**src/rtl/pixel_packer.sv**
```systemverilog
// Pixel packer: assembles pairs of UART bytes into RGB444 pixels for the SPRAM writer.
// A high byte supplies R and G, the low nibble of the next byte supplies B.
// A too-long gap between the two bytes, or the controller leaving the receive
// mode between them, drops the partial pixel and pulses byte_err.
module pixel_packer #(
    parameter logic [7:0]  RECV_STATE  = 8'h02,
    parameter int unsigned PIX_TOTAL   = 16384,
    parameter int unsigned TIMEOUT_CYC = 50000
) (
    input  logic        i_clk_sys,
    input  logic        i_rst_n,
    input  logic [7:0]  state,
    input  logic        uart_rx_valid,
    input  logic [7:0]  uart_rx_byte,
    output logic        rx_valid,
    output logic [11:0] rx_data,
    output logic [14:0] pix_cnt,
    output logic        frame_done,
    output logic        byte_err
);

    localparam int unsigned CNT_W  = 15;
    localparam int unsigned DATA_W = 12;
    localparam int unsigned GAP_W  = $clog2(TIMEOUT_CYC + 1);

    // Compare against the count *before* increment so PIX_TOTAL=32768 still fits 15 bits.
    localparam logic [CNT_W-1:0] LAST_CNT = CNT_W'(PIX_TOTAL - 1);
    localparam logic [GAP_W-1:0] GAP_LAST = GAP_W'(TIMEOUT_CYC - 1);

    typedef enum logic [1:0] {
        S_IDLE    = 2'd0,
        S_WAIT_HI = 2'd1,
        S_WAIT_LO = 2'd2,
        S_DONE    = 2'd3
    } fsm_e;

    fsm_e              fsm_q,   fsm_d;
    logic [7:0]        hi_q,    hi_d;
    logic [GAP_W-1:0]  gap_q,   gap_d;
    logic [CNT_W-1:0]  cnt_q,   cnt_d;
    logic [DATA_W-1:0] data_q,  data_d;
    logic              valid_q, valid_d;
    logic              done_q,  done_d;
    logic              err_q,   err_d;

    logic in_recv;

    assign in_recv = (state == RECV_STATE);

    // Next-state and registered-output logic; strobes default low every cycle.
    always_comb begin
        fsm_d   = fsm_q;
        hi_d    = hi_q;
        gap_d   = gap_q;
        cnt_d   = cnt_q;
        data_d  = data_q;
        valid_d = 1'b0;
        done_d  = 1'b0;
        err_d   = 1'b0;

        unique case (fsm_q)
            S_IDLE: begin
                if (in_recv) begin
                    fsm_d = S_WAIT_HI;
                    cnt_d = '0;
                end
            end

            S_WAIT_HI: begin
                if (!in_recv) begin
                    fsm_d = S_IDLE;
                end else if (uart_rx_valid) begin
                    hi_d  = uart_rx_byte;
                    gap_d = '0;
                    fsm_d = S_WAIT_LO;
                end
            end

            S_WAIT_LO: begin
                if (!in_recv) begin
                    // Leaving receive mode mid-pixel loses the high byte.
                    fsm_d = S_IDLE;
                    hi_d  = '0;
                    gap_d = '0;
                    err_d = 1'b1;
                end else if (uart_rx_valid) begin
                    // A byte on the timeout cycle still wins over the timeout.
                    valid_d = 1'b1;
                    data_d  = {hi_q, uart_rx_byte[3:0]};
                    cnt_d   = (cnt_q == '1) ? cnt_q : cnt_q + CNT_W'(1);
                    if (cnt_q == LAST_CNT) begin
                        done_d = 1'b1;
                        fsm_d  = S_DONE;
                    end else begin
                        fsm_d  = S_WAIT_HI;
                    end
                end else if (gap_q == GAP_LAST) begin
                    fsm_d = S_WAIT_HI;
                    hi_d  = '0;
                    gap_d = '0;
                    err_d = 1'b1;
                end else begin
                    gap_d = gap_q + GAP_W'(1);
                end
            end

            S_DONE: begin
                if (!in_recv) begin
                    fsm_d = S_IDLE;
                end
            end

            default: fsm_d = S_IDLE;
        endcase
    end

    // State and output registers with asynchronous clear.
    always_ff @(posedge i_clk_sys or negedge i_rst_n) begin
        if (!i_rst_n) begin
            fsm_q   <= S_IDLE;
            hi_q    <= '0;
            gap_q   <= '0;
            cnt_q   <= '0;
            data_q  <= '0;
            valid_q <= 1'b0;
            done_q  <= 1'b0;
            err_q   <= 1'b0;
        end else begin
            fsm_q   <= fsm_d;
            hi_q    <= hi_d;
            gap_q   <= gap_d;
            cnt_q   <= cnt_d;
            data_q  <= data_d;
            valid_q <= valid_d;
            done_q  <= done_d;
            err_q   <= err_d;
        end
    end

    assign rx_valid   = valid_q;
    assign rx_data    = data_q;
    assign pix_cnt    = cnt_q;
    assign frame_done = done_q;
    assign byte_err   = err_q;

endmodule
```
**config.mk**
```make
export PLATFORM = sky130hd
export DESIGN_NAME = pixel_packer
export DESIGN_NICKNAME = d
export VERILOG_FILES = /design/src/rtl/pixel_packer.sv
export SDC_FILE = /design/constraint.sdc
export NUM_CORES = 1
export LEC_CHECK = 0
export ABC_CLOCK_PERIOD_IN_PS = 4000
export CORE_UTILIZATION = 36
export DETAILED_ROUTE_END_ITERATION = 6
export GPL_ROUTABILITY_DRIVEN = 1
export PLACE_DENSITY = 0.59
export SLEW_MARGIN = 30
export SYNTH_ARGS = -nofsm -noshare
export SYNTH_HDL_FRONTEND = slang
export SYNTH_SLANG_ARGS = --single-unit
```
**constraint.sdc**
```tcl
create_clock -name i_clk_sys -period 4 [get_ports i_clk_sys]
set_input_delay 0.8 -clock i_clk_sys [delete_from_list [all_inputs] [get_ports i_clk_sys]]
set_output_delay 0.8 -clock i_clk_sys [all_outputs]
set_load 0.01 [all_outputs]
```
Word level (Yosys, flattened, before mapping) --
Index checks and enable logic that the tools add are counted.
Word-level totals: bits in registers 56, input bits 19, output and inout bits 30, logic and storage cells 73
Operators by class: add/subtract/negate cells 2, equal/unequal tests 18, muxes and demuxes 37, reduce and logical (&&, ||, !) cells 8
Operators with widths (count):
- 16-bit two-way mux | 5
- 15-bit two-way mux | 4
- 8-bit two-way mux | 5
- 16-bit one-hot mux with 2 select lines | 1
- 15-bit one-hot mux with 2 select lines | 1
- 16-bit by 1-bit adder with 16-bit output (second input constant) | 1
- 16-bit == test (second input constant) | 1
- 2-bit two-way mux | 8
- 8-bit one-hot mux with 2 select lines | 1
- 15-bit by 1-bit adder with 15-bit output (second input constant) | 1
- 15-bit by 14-bit == test with 1-bit output (second input constant) | 1
- 15-bit == test (second input constant) | 1
- 2-bit != test (second input constant) | 7
- 1-bit two-way mux | 11
- 5-bit AND reduction | 2
- 3-bit != test (second input constant) | 3
- 8-bit by 2-bit == test with 1-bit output (second input constant) | 1
- 2-bit one-hot mux with 4 select lines | 1
- 4-bit AND reduction | 2
- 2-bit == test (second input constant) | 2
- 4-bit != test (second input constant) | 1
- 2-bit nonzero test | 2
- 3-bit AND reduction | 1
- 2-bit by 1-bit == test with 1-bit output (second input constant) | 1
- 2-bit zero test | 1

Depth between registers and ports, before layout --
word-level depth 5, gate-level depth with buffers 8, gate-level depth less buffers 6

Least setup slack after synthesis --
No wires, ideal clock.
path kind input port to flip-flop, start in state[5], end reg cnt_q[4] (netlist: pix_cnt[4]), library setup time 0.137 ns, arrival time 2.381 ns, path slack 1.482 ns, stages 6, path buffers 1, cell sequence or4_1 > or3_1 > a311o_1 > buf_6 > o21ai_1 > o31ai_1
Between the ends: cells in the longest elaborated chain, start to end 3, elaborated cells on any way between the ends 4, classes of those cells eq/ne: 3; reduce/logical: 1
RTL lines:
- start, declared | line 12 | input logic [7:0] state,
- 8-bit by 2-bit == test with 1-bit output * | line 48 | assign in_recv = (state == RECV_STATE);
- 2-bit != test (no source line)
- 5-bit AND reduction (no source line) *
- end signal, assigned | line 132 | cnt_q <= cnt_d;
- end, declared | line 40 | logic [CNT_W-1:0] cnt_q, cnt_d;
Mark *: on every way between the ends. The rest lies on a longest branch, timed or not. A chain may end at the register's enable or synchronous reset.

Worst setup path in the final report --
start in state[5], end reg gap_q[3]
Between the ends: cells in the longest elaborated chain, start to end 3, elaborated cells on any way between the ends 6, classes of those cells eq/ne: 3; mux: 2; reduce/logical: 1
RTL lines:
- 8-bit by 2-bit == test with 1-bit output * | line 48
- 3-bit != test (no source line), or another cell as far along
- 4-bit AND reduction (no source line) or 16-bit one-hot mux with 2 select lines (tied branches)
- end signal, assigned | line 131 | gap_q <= gap_d;
- end, declared | line 39 | logic [GAP_W-1:0] gap_q, gap_d;
Marked as above.

==> impl_metrics.ini <==
[global_routing]
antenna_found_initial = 0
overflow = 0
grt_pass1_vias = 2048
grt_pass1_wl_mm = 10.01
grt_max_degree = 39
grt_use_total_pct = 16.55

[critical_path]
r2r_start = pix_cnt[0]
worstSetupStartpoint = state[5]
arrival_ns = 3.07
start_kind = input pin
cp_max_fo = 13
end_kind = flop
worstPathRequired_ns = 4.21
path_class = input pin to flop

[layout]
layout-drive-gt1-share_pct = 10.19
multi_input_area_um2 = 1275
num-fill-cells = 717
syn_to_final_growth_pct = 26.59
post-route-util_pct = 47.46
diodes = 0
seq_area_um2 = 1401
final_net_count = 334

[logic_synthesis]
syn_area_um2 = 2734
yosysSeqAreaShare_pct = 51.26
synth_seq_cells = 56
yosysTopAreaCell = dfrtp_1
synth_edf_count = 0
synth.distinct_cells = 45
synth_top_area_share_pct = 51.26
syn_area_per_cell_um2 = 10.39
ys_warn_count = 0
syn_inst = 263
synth_most_common_cell = dfrtp_1
synthTopCellsByCount = 56 x dfrtp_1, 25 x nor2_1, 16 x nand2_1
ys_dominant_reg_cell = dfrtp_1
syn-num-nets = 284
async_flop_share_pct = 100.0
synthTopCellsByArea = dfrtp_1 51%, mux2_2 4.9%, nor2_1 3.4%

[pwr]
powerDensity_nw_per_um2 = 294.9
switching_power_uw = 209.3
p_comb_share_pct = 4.3
p_sw_share_pct = 20.51
vdd_drop_max_v = 0.0002003
p_clk_share_pct = 39.8
p_int_uw = 811.4
leakagePower_nw = 1.497
p_seq_share_pct = 56.0
power.total_mw = 1.021

[die]
io_pins = 49
coreArea_um2 = 7292
die_h_um = 89.15
core.rowCount = 31
die-area_um2 = 7947
die_w_um = 89.15
initial_core_util_pct = 37.49

[clocking]
cts_hold_buf = 0
cts.sinks = 56
post-cts-setup-buffer-count = 0
cts_tree = built
cts_resized = 0
clk_latency_ns = 0.31
clockBufferDepth = 2
clockRootBuffer = clkbuf_8
cts_buffers = 5
cts.htree.levels = 2
clk_pin_slew_ns = 0.10

[place]
hpwl_mm = 4.171
io_buffers = 48
gp_congestion = 0.7614
post-place-ws_ns = 0.8172

[sta]
worstMarginPinSlew_ns = 0.7988
final.period_utilization_pct = 71.55
slew_viol_final = 0
hold_viol_final = 0
clock_skew_ns = 0.003782
whs_ns = 0.4383
slew_headroom_pct = 46.26
setup_violations = 0
setup_tns_ns = 0
grt_setup_unrepaired = false
fin_ws_ns = 1.138
period_needed_ns = 2.862
max_freq_mhz = 349.4

[run]
cap_viol_max_count = 0

[detailed_routing]
drt_iter0_drc = 120
vias_per_cell = 5.370
drt_pass1_iterations = 4
routedWlPerCell_um = 14.79
ant_nets = 0
drcViolationCount = 0
wirelength_mm = 6.110
vias = 2218

[status]
outcome = completed

[min_path]
hold_class = input pin to asynchronous set/reset pin
[layer usage]
layer,up-vias,share of wire [%],global-route usage [%]
met5,-,0,0
met3,6,4.9,3.786
li1,1083,-,-
met1,1062,50,22.76
met2,67,44,26.44
met4,0,1.2,4.329
[final cells by class]
type / instances / share of cell area (%)
Sequential cell: 56 / 40.49
Multi-Input combinational cell: 192 / 36.84
Timing Repair Buffer: 53 / 14.90
Tap cell: 99 / 3.579
Clock buffer: 7 / 2.784
Clock inverter: 1 / 0.8677
Inverter: 5 / 0.5423
[registers in the layout, summed over array words and instances, names as in the netlist]
signal and flops:
pix_cnt 15, byte_err 1, fsm_q 2, gap_q 16, hi_q 8, rx_data 12, rx_valid 1, frame_done 1
[cells by family (layout without fill, tap and decap cells)]
logic type	count (synthesis)	in the layout	synth area share, %
multiplexers	16	16	6.407
XOR/XNOR	12	12	3.844
adder cells (fa/ha/maj)	2	2	0.9152
flip-flops	56	56	51.26
AO/OA/AOI/OAI	62	62	15.38
buffers and inverters	15	66	2.517
AND/OR/NAND/NOR	100	100	19.68
[layout by cell type, fill, tap and decap left out, types with 5 or more instances in the layout]
cell / count
o21ai_1: 12
buf_4: 6
nor4_1: 7
nand3_1: 10
dfrtp_1: 56
nor3_1: 6
a21oi_1: 6
clkdlybuf4s50_1: 47
xor2_1: 8
mux2_2: 12
o21ai_0: 9
nand4_1: 7
nor2_1: 25
a22o_1: 10
inv_1: 5
nand2_1: 16
clkbuf_8: 7
and2_1: 6
[worst max-delay path, stage by stage]
cell             delay, ns
clkdlybuf4s50_1       0.41
or4_1                 0.57
nor3_2                0.53
buf_4                 0.30
o2111ai_1             0.16
xnor2_1               0.15
and2_1                0.15
[worst paths after layout]
path	end	slack, ns	cells past startpoint
hold / removal	rx_data[1]	0.44	1
min in group i_clk_sys	hi_q[0]	0.51	1
setup / recovery	gap_q[3]	1.14	7
max in group asynchronous	byte_err	2.92	2
setup reg to reg	pix_cnt[12]	1.60	6
hold reg to reg	hi_q[0]	0.51	1
[power groups by stage]
| stage | clock network (mW) | registers (mW) | logic, mW |
|---|---|---|---|
| after floorplan | 0 | 0.582 | 0.00786 |
| after global placement | 0 | 0.582 | 0.0437 |
| after detailed placement | 0 | 0.582 | 0.0442 |
| after CTS | 0.419 | 0.571 | 0.0444 |
| after global routing | 0.434 | 0.572 | 0.0491 |
| final | 0.406 | 0.571 | 0.0435 |
[metrics by stage]
stage               cell area [um2]  instances
floorplan                      2734        263
global placement               3326        405
detailed placement             3326        405
CTS                            3452        413
global route                   3461        413
finish                         3461        413
Power figures use the tool's default switching activity.
